File: src/rtl/zrb_uart_pkg.sv
// Shared definitions for the configurable UART: parity modes, FSM encoding
// and the divider width helper.
package zrb_uart_pkg;

  localparam int unsigned PAR_NONE = 0;
  localparam int unsigned PAR_ODD  = 1;
  localparam int unsigned PAR_EVEN = 2;

  typedef enum logic [2:0] {
    ST_IDLE  = 3'd0,
    ST_START = 3'd1,
    ST_DATA  = 3'd2,
    ST_PAR   = 3'd3,
    ST_STOP  = 3'd4
  } state_e;

  // Divider counter width; clamped so a degenerate divider still yields 1 bit.
  function automatic int unsigned div_w(input int unsigned clk_div);
    return (clk_div < 2) ? 1 : $clog2(clk_div);
  endfunction

endpackage

File: src/rtl/zrb_uart_bit_timer.sv
// Bit-time divider: counts 0..CLK_DIV-1 while enabled, strobes bit_end_c on
// the last count. Shared with the receiver.
module zrb_uart_bit_timer
  import zrb_uart_pkg::*;
#(
  parameter  int unsigned CLK_DIV = 434,
  localparam int unsigned CNT_W   = div_w(CLK_DIV)
) (
  input  logic             clk,
  input  logic             reset_n,
  input  logic             en,
  input  logic             clr,
  output logic [CNT_W-1:0] cnt,
  output logic             bit_end_c
);

  assign bit_end_c = en && (cnt == CNT_W'(CLK_DIV - 1));

  always_ff @(posedge clk or negedge reset_n) begin
    if (!reset_n) begin
      cnt <= '0;
    end else if (clr) begin
      cnt <= '0;
    end else if (en) begin
      cnt <= bit_end_c ? '0 : cnt + CNT_W'(1);
    end
  end

endmodule

File: src/rtl/zrb_uart_tx_cfg.sv
// Configurable UART transmitter: one-entry holding register, framing FSM,
// LSB-first shifter and optional parity, all outputs registered.
module zrb_uart_tx_cfg
  import zrb_uart_pkg::*;
#(
  parameter int unsigned CLK_DIV   = 434,
  parameter int unsigned DATA_BITS = 8,
  parameter int unsigned PARITY    = PAR_NONE,
  parameter int unsigned STOP_BITS = 1
) (
  input  logic                 clk,
  input  logic                 reset_n,
  input  logic                 in_valid,
  input  logic [DATA_BITS-1:0] in_data,
  output logic                 in_ready,
  output logic                 tx,
  output logic                 busy,
  output logic                 frame_done
);

  localparam int unsigned CNT_W = div_w(CLK_DIV);
  localparam int unsigned BIT_W = 4;

  if (CLK_DIV < 2) begin : g_bad_div
    $error("zrb_uart_tx_cfg: CLK_DIV must be at least 2");
  end
  if (DATA_BITS < 5 || DATA_BITS > 9) begin : g_bad_bits
    $error("zrb_uart_tx_cfg: DATA_BITS must be 5..9");
  end
  if (PARITY > PAR_EVEN) begin : g_bad_par
    $error("zrb_uart_tx_cfg: PARITY must be 0, 1 or 2");
  end
  if (STOP_BITS < 1 || STOP_BITS > 2) begin : g_bad_stop
    $error("zrb_uart_tx_cfg: STOP_BITS must be 1 or 2");
  end

  state_e               state, state_nx;
  logic                 hold_full, hold_full_nx;
  logic [DATA_BITS-1:0] hold_data;
  logic [DATA_BITS-1:0] shreg, shreg_nx;
  logic                 par_bit, par_nx, par_raw;
  logic [BIT_W-1:0]     bit_cnt, bit_cnt_nx;
  logic                 load;
  logic                 tx_nx, busy_nx, frame_done_nx;
  logic                 tmr_en, bit_end;
  logic [CNT_W-1:0]     div_cnt;

  assign tmr_en = (state != ST_IDLE);

  zrb_uart_bit_timer #(.CLK_DIV(CLK_DIV)) u_bit_timer (
    .clk       (clk),
    .reset_n   (reset_n),
    .en        (tmr_en),
    .clr       (!tmr_en),
    .cnt       (div_cnt),
    .bit_end_c (bit_end)
  );

  // Next-state, shifter and registered-output decode
  always_comb begin
    state_nx   = state;
    shreg_nx   = shreg;
    par_nx     = par_bit;
    bit_cnt_nx = bit_cnt;
    load       = 1'b0;
    par_raw    = ^hold_data;

    case (state)
      ST_IDLE: begin
        if (hold_full) begin
          state_nx = ST_START;
          load     = 1'b1;
        end
      end
      ST_START: begin
        if (bit_end) begin
          state_nx   = ST_DATA;
          bit_cnt_nx = '0;
        end
      end
      ST_DATA: begin
        if (bit_end) begin
          shreg_nx = shreg >> 1;
          if (bit_cnt == BIT_W'(DATA_BITS - 1)) begin
            bit_cnt_nx = '0;
            state_nx   = (PARITY != PAR_NONE) ? ST_PAR : ST_STOP;
          end else begin
            bit_cnt_nx = bit_cnt + BIT_W'(1);
          end
        end
      end
      ST_PAR: begin
        if (bit_end) begin
          state_nx   = ST_STOP;
          bit_cnt_nx = '0;
        end
      end
      ST_STOP: begin
        if (bit_end) begin
          if (bit_cnt == BIT_W'(STOP_BITS - 1)) begin
            bit_cnt_nx = '0;
            // A waiting character starts immediately: no idle bit between frames
            if (hold_full) begin
              state_nx = ST_START;
              load     = 1'b1;
            end else begin
              state_nx = ST_IDLE;
            end
          end else begin
            bit_cnt_nx = bit_cnt + BIT_W'(1);
          end
        end
      end
      default: state_nx = ST_IDLE;
    endcase

    if (load) begin
      shreg_nx = hold_data;
      par_nx   = (PARITY == PAR_ODD) ? ~par_raw : par_raw;
    end

    hold_full_nx = load ? 1'b0 : ((in_valid && in_ready) ? 1'b1 : hold_full);

    case (state_nx)
      ST_START: tx_nx = 1'b0;
      ST_DATA:  tx_nx = shreg_nx[0];
      ST_PAR:   tx_nx = par_nx;
      default:  tx_nx = 1'b1;
    endcase

    // Flag one cycle early so the registered pulse lands on the last stop cycle
    frame_done_nx = (state == ST_STOP) && (bit_cnt == BIT_W'(STOP_BITS - 1)) &&
                    (div_cnt == CNT_W'(CLK_DIV - 2));
    busy_nx       = (state_nx != ST_IDLE) || hold_full_nx;
  end

  always_ff @(posedge clk or negedge reset_n) begin
    if (!reset_n) begin
      state      <= ST_IDLE;
      hold_full  <= 1'b0;
      hold_data  <= '0;
      shreg      <= '0;
      par_bit    <= 1'b0;
      bit_cnt    <= '0;
      tx         <= 1'b1;
      in_ready   <= 1'b1;
      busy       <= 1'b0;
      frame_done <= 1'b0;
    end else begin
      state      <= state_nx;
      hold_full  <= hold_full_nx;
      shreg      <= shreg_nx;
      par_bit    <= par_nx;
      bit_cnt    <= bit_cnt_nx;
      tx         <= tx_nx;
      in_ready   <= !hold_full_nx;
      busy       <= busy_nx;
      frame_done <= frame_done_nx;
      if (in_valid && in_ready) begin
        hold_data <= in_data;
      end
    end
  end

endmodule

File: config.mk
export PLATFORM = sky130hd
export DESIGN_NAME = zrb_uart_tx_cfg
export DESIGN_NICKNAME = d
export VERILOG_FILES = /design/src/rtl/zrb_uart_pkg.sv /design/src/rtl/zrb_uart_bit_timer.sv /design/src/rtl/zrb_uart_tx_cfg.sv
export SDC_FILE = /design/constraint.sdc
export NUM_CORES = 1
export LEC_CHECK = 0
export CORE_MARGIN = 1.5
export CORE_UTILIZATION = 56
export CTS_CLUSTER_DIAMETER = 40
export DETAILED_ROUTE_END_ITERATION = 6
export GPL_ROUTABILITY_DRIVEN = 0
export PLACE_DENSITY = 0.74
export SLEW_MARGIN = 20
export SYNTH_ARGS = -nofsm -noshare
export SYNTH_HDL_FRONTEND = slang
export SYNTH_SLANG_ARGS = --single-unit
File: constraint.sdc
create_clock -name clk -period 2.6 [get_ports clk]
set_input_delay 0.78 -clock clk [delete_from_list [all_inputs] [get_ports clk]]
set_output_delay 0.78 -clock clk [all_outputs]
set_load 0.1 [all_outputs]
==> reports/results.ini, run 1 <==
[run_status]
outcome = finished clean

[setup_path]
rrSetupSlack_ps = 340
cp.arrival_ps = 2480
path_cells = inv_1 -> ha_1 -> or3b_2 -> a21o_1 -> nor2_1 -> buf_4 -> a22oi_2 -> a22o_1
critPathKind = reg2reg
cp_data_required_time_ps = 2820
worst_setup_path_start_kind = flop
critPathMaxFanout = 9
setup.worst_path.end_class = flop
cp_slowest_stage_delay_ps = 470
cp_slowest_cell = or3b_2

[sta]
fmax_mhz = 443
tns_ps = 0
period_needed_ps = 2260
fin_worst_skew_ps = 8.34
fin_crit_sh_pct = 86.8
drv_slew = 0
setup_viol = 0
final-hold-violation-count = 0
slew_headroom_pct = 44.6
worst_slew_pin_slew_ps = 830
rsz0062_at_grt = no

[cts]
cts_setup_buffers = 0
htree_num_levels = 2
clock_path_buffers = 2
postCtsHoldBufs = 0
cts.clk_slew.worst_paths_ps = 110
post_cts_resized = 0
cts_buffers = 5
cts-root-buf = clkbuf_4
clk_latency_ps = 330
cts_tree = done
cts_sinks = 38

[worst_hold_path]
hp-class = reg2reg

[route]
final_antenna_net_count = 0
dr_total_vias = 1276
avgViaCountPerCell = 5.62
drcViolationCount = 0
drt_first_pass_iters = 4
wl_um = 3100
wl_per_cell_um = 13.7
drtIter0Drc = 74

[synth]
yosys_warnings = 0
syn_area_um2 = 1890
ys_types = 45
synth_edf_count = 0
yosysSeqAreaShare_pct = 50.4
syn_avg_cell_area_um2 = 11.3
ys.flop_type = dfrtp_1
syn_nets = 183
postSynth.asyncResetShare_pct = 100
synth_cells = 167
synth_seq_cells = 38

[floorplanning]
pin_count = 15
core_um2 = 3130
dieArea_um2 = 3740
die_w_um = 61.1
placementRows = 20
initial_core_util_pct = 60.5
die_h_um = 61.1

[power]
power_density_nw_per_um2 = 928
vdd.ir_drop.worst_uv = 572
leakage_nw = 0.964
power.total_mw = 1.97

[layout]
nets = 198
fin_util_pct = 68.0
drive_gt1_share_pct = 21.3
area_growth_pct = 12.4
stdcell_count = 227
antenna_cells = 0
fillers = 242

[job]
drv_cap = 0

[grt]
grt_use_total_pct = 20.3
grt_max_degree = 39
grt_pass1_vias = 1287
antenna_found_initial = 0
grt.overflow.total = 0
grt_pass1_wl_um = 5510

[placed_design]
dp_hpwl_um = 2280
port_buffers = 14
placed_cells = 219

==> final cells by class <==
type	instances	area, um2	area share, %
flip-flops and latches	38	953	44.8
well taps	44	55.1	2.59
clock buffers	8	78.8	3.71
multi-input cells	113	873	41.1
repair buffers	15	133	6.24
inverters	9	33.8	1.59
==> cell usage in the layout (no fill, tap or decap), types with 3 or more instances in the layout <==
cell             netlist  final
nor3b_1                3      3
nor3_1                 3      3
clkbuf_8               0      3
dfrtp_1               36     36
inv_1                  8      8
a21o_1                 9      9
and3_1                 3      3
a22o_1                 7      7
buf_4                  0      5
clkdlybuf4s50_1        0      9
ha_1                   5      5
xnor2_1               10     10
clkbuf_4               0      5
nor2_1                14     14
nand2_1                5      5
nand3_1                4      4
o21ai_0                4      4
xor2_1                 4      4
mux2_2                10     10
==> path summary, 6_finish.rpt <==
kind,from,to,depth (start not counted)
setup / recovery,bit_cnt[0],shreg[7],8
hold / removal,shreg[6],shreg[6],1
setup reg to reg,bit_cnt[0],shreg[7],8
hold reg to reg,shreg[6],shreg[6],1
min in group asynchronous,reset_n,u_bit_timer.cnt[4],1
max in group asynchronous,reset_n,shreg[6],1
==> stage by stage <==
step                setup slack (ps)  hold WS (ps)  area, um2
floorplan                        558           449       1890
global placement                 435           461       2050
detailed placement               370           467       2050
CTS                              346           492       2130
global route                     186           501       2130
finish                           342           486       2130
==> layer usage <==
metal  vias up  share of wire (%)  global-route usage, %
li1        622                  -                      -
met1       632                 45                   24.3
met2        17                 51                   35.9
met3         5                2.5                   4.41
met4         0                1.4                   7.45
met5         -                  0                      0
==> cell families (layout without fill, tap and decap cells) <==
family	after synthesis	in the layout	synth area share, %
and+or+nand+nor	49	49	15.1
muxes	11	11	6.74
DFF	38	38	50.4
adders and majority gates	5	5	3.30
AOI/OAI and AO/OA	34	34	14.5
xor gates and xnor gates	14	14	6.48
buffers and inverters	16	32	3.50
==> synth_stat cells, drive strengths merged, types with 2 or more instances <==
library cell  instances  area, um2
a21o                  9       67.6
a21oi                 2       10.0
a22o                  7       61.3
a22oi                 2       25.0
and3                  4       26.3
buf                   4       20.0
clkbuf                3       12.5
dfrtp                36        901
dfstp                 2       52.6
ha                    5       62.6
inv                   9       33.8
mux2                 11        128
nand2                 5       18.8
nand2b                2       12.5
nand3                 4       20.0
nand4                 2       12.5
nor2                 15       58.8
nor3                  3       15.0
nor3b                 3       22.5
o2111ai               2       17.5
o21ai                 4       20.0
or2                   2       12.5
or3b                  3       26.3
xnor2                10       87.6
xor2                  4       35.0
==> critical path: cells and delay by family (launching register included) <==
family | cells | cell delay [ps]
AO/OA/AOI/OAI | 3 | 550
adder cells (fa/ha/maj) | 1 | 150
buffers and inverters | 2 | 310
flip-flops | 1 | 440
AND/OR/NAND/NOR | 2 | 700
==> state kept, by name, indices dropped and copies added, names as in the netlist <==
signal,cells
shreg,8
u_bit_timer.cnt,9
hold_data,8
par_bit,1
bit_cnt,4
tx,1
frame_done,1
in_ready,1
state,3
hold_full,1
busy,1
==> report_power, final <==
group | internal, mW | switching, mW | total, mW
combinational | 0.340 | 0.313 | 0.653
sequential | 0.785 | 0.166 | 0.951
clock | 0.185 | 0.185 | 0.370
Power figures use the tool's default switching activity.
==> run 2, diff against run 1 <==
--- a/config.mk
+++ b/config.mk
@@ -14,4 +14,5 @@
 export SLEW_MARGIN = 20
 export SYNTH_ARGS = -nofsm -noshare
 export SYNTH_HDL_FRONTEND = slang
+export SYNTH_HIERARCHICAL = 1
 export SYNTH_SLANG_ARGS = --single-unit
==> run 2 against run 1 <==
Against the previous run: total power is 7.6% higher; synthesized cell count is 10% higher; final cell count up 13%; highest routed layer unchanged; worst hold slack better by 15 ps; clock power fell by 11%; non-clock buffer count rose by 9; routed wire length is 24% higher; core utilization down 0.96 points.
==> reports/results.ini, run 2 <==
[run_status]
outcome = finished clean

[cts]
cts.clk_slew.worst_paths_ps = 120
clock_path_buffers = 2
postCtsHoldBufs = 0
clk_latency_ps = 360
cts_setup_buffers = 0
cts_tree = done
cts_buffers = 5
post_cts_resized = 0
cts_sinks = 38
cts-root-buf = clkbuf_4
htree_num_levels = 2

[placed_design]
port_buffers = 14
placed_cells = 249
dpl_cell_area_um2 = 2170
post-place-ws_ps = 152
dp_hpwl_um = 2860

[sta]
final-hold-violation-count = 0
fin_worst_skew_ps = 15.4
worst_slew_pin_slew_ps = 480
rsz0062_at_grt = no
fmax_mhz = 405
drv_slew = 0
setup_ws_ps = 130
setup_viol = 0
tns_ps = 0
fin_crit_sh_pct = 95.0
slew_headroom_pct = 67.8
period_needed_ps = 2470

[synth]
synth.most_common_cell = dfrtp_1
netlist_top_cells_count = 36 x dfrtp_1, 28 x nand2_1, 10 x mux2_2
synth_edf_count = 0
synth_top_area_share_pct = 46.4
ys.flop_type = dfrtp_1
syn_avg_cell_area_um2 = 10.6
postSynth.asyncResetShare_pct = 100
synth_seq_cells = 38
syn_area_um2 = 1940
synth.area.top_cells = dfrtp_1 46%, mux2_2 5.8%, nand2_1 5.4%, xnor2_1 3.2%, dfstp_2 2.7%
yosys_warnings = 6
ys_types = 46
synth_cells = 184
syn_nets = 199
yosys.area.top_type = dfrtp_1
yosysSeqAreaShare_pct = 49.1

[layout]
area_growth_pct = 15.2
nets = 225
antenna_cells = 0
stdcell_area_um2 = 2240
top_register = u_bit_timer/cnt
largest_reg_flops = 9
stdcell_count = 257
drive_gt1_share_pct = 20.4
fillers = 270
reg.largest.list = u_bit_timer/cnt: 9 flops, hold_data: 8 flops, shreg: 8 flops
final_cell_mix = 36 x dfrtp_1, 28 x nand2_1, 14 x buf_4
mostFrequentLayoutCell = dfrtp_1

[grt]
grt.overflow.total = 0
antenna_found_initial = 0
grt_max_degree = 39
grt_use_total_pct = 22.8
grt_pass1_vias = 1405
grt_pass1_wl_um = 6240

[setup_path]
setup.worst_path.end_class = flop
worst_setup_path_start_kind = flop
cp.arrival_ps = 2740
critPathKind = reg2reg
critPathMaxFanout = 6
cp_data_required_time_ps = 2870

[route]
drt_first_pass_iters = 4
wl_per_cell_um = 15.0
dr_total_vias = 1504
drtIter0Drc = 63
wl_um = 3850
drcViolationCount = 0
final_antenna_net_count = 0
avgViaCountPerCell = 5.85

[job]
drv_cap = 0

[power]
leakage_nw = 0.967
power_density_nw_per_um2 = 950
vdd.ir_drop.worst_uv = 429

[floorplanning]
die_h_um = 61.9
dieArea_um2 = 3830
pin_count = 15
die_w_um = 61.9
core_um2 = 3340
placementRows = 21
initial_core_util_pct = 58.2

[worst_hold_path]
hp-class = reg2reg

run 2: cell types whose count changed after synthesis, moves of 4 or more:
cell and change:
nand2_1 +23, a21o_1 -9, a22o_1 -6, a22oi_1 +6, nor2_1 -6, or3_1 +6, a21oi_1 +5, nand3_1 +4
run 2: through the flow:
stage / power (mW) / hold WS, ps / utilization (%)
6_report: 2.12 / 501 / 67.0
5_1_grt: 2.27 / 533 / 67.0
4_1_cts: 2.14 / 502 / 66.9
3_5_place_dp: 1.81 / 471 / 64.9
3_3_place_gp: 1.77 / 462 / 64.9
2_1_floorplan: 1.58 / 446 / -
run 2: where the power goes:
group	internal [mW]	switching, mW	total (mW)
registers	0.792	0.160	0.952
logic	0.383	0.459	0.842
clock network	0.130	0.200	0.330
run 2: kinds of logic (layout without fill, tap and decap cells):
group,Yosys count,after routing,synth area share (%)
AND/OR/NAND/NOR,70,70,19.1
adder cells (fa/ha/maj),4,4,2.58
XOR/XNOR,9,9,4.06
AO/OA/AOI/OAI,38,38,14.6
buffers and inverters,14,41,3.93
flip-flops,38,38,49.1
multiplexers,11,11,6.57
run 2: worst paths after layout:
kind / cells after the start / slack (ps) / startpoint / end
worst min-delay path: 2 / 500 / shreg[6] / shreg[6]
worst min register to register: 2 / 500 / shreg[6] / shreg[6]
worst max-delay path: 9 / 130 / u_bit_timer/cnt[1] / tx
min in group asynchronous: 2 / 830 / reset_n / shreg[0]
worst max register to register: 9 / 130 / u_bit_timer/cnt[1] / tx
max in group asynchronous: 2 / 1420 / reset_n / tx
run 2: layout make-up:
cell class	count	area, um2	share of cell area, %
Tap cell	46	57.6	2.57
Clock inverter	2	12.5	0.559
Clock buffer	6	51.3	2.29
Sequential cell	38	953	42.6
Inverter	9	33.8	1.51
Multi-Input combinational cell	132	923	41.3
Timing Repair Buffer	24	205	9.17
run 2: worst max-delay path: stages (launching register included):
cell and delay (ps):
dfrtp_1 450, inv_1 90, ha_1 140, nand4_1 190
nor3_4 300, nor4bb_2 410, mux2_4 330, mux2_2 270
nor2b_1 120, o22ai_1 90
run 2: per-layer routing:
metal  vias to the layer above  share of wire (%)  global-route usage [%]
met3                         8                3.3                    4.97
met1                       753                 42                    26.7
met5                         -                  0                       0
met4                         0                1.7                    9.12
li1                        719                  -                       -
met2                        24                 52                    40.5
==> run 3, diff against run 2 <==
--- a/config.mk
+++ b/config.mk
@@ -5,13 +5,13 @@
 export SDC_FILE = /design/constraint.sdc
 export NUM_CORES = 1
 export LEC_CHECK = 0
+export CAP_MARGIN = 15
 export CORE_MARGIN = 1.5
 export CORE_UTILIZATION = 56
 export CTS_CLUSTER_DIAMETER = 40
 export DETAILED_ROUTE_END_ITERATION = 6
 export GPL_ROUTABILITY_DRIVEN = 0
 export PLACE_DENSITY = 0.74
-export SLEW_MARGIN = 20
 export SYNTH_ARGS = -nofsm -noshare
 export SYNTH_HDL_FRONTEND = slang
 export SYNTH_HIERARCHICAL = 1
==> results of run 3 <==
The final DEF is identical to that of run 2; final timing and power are the same.
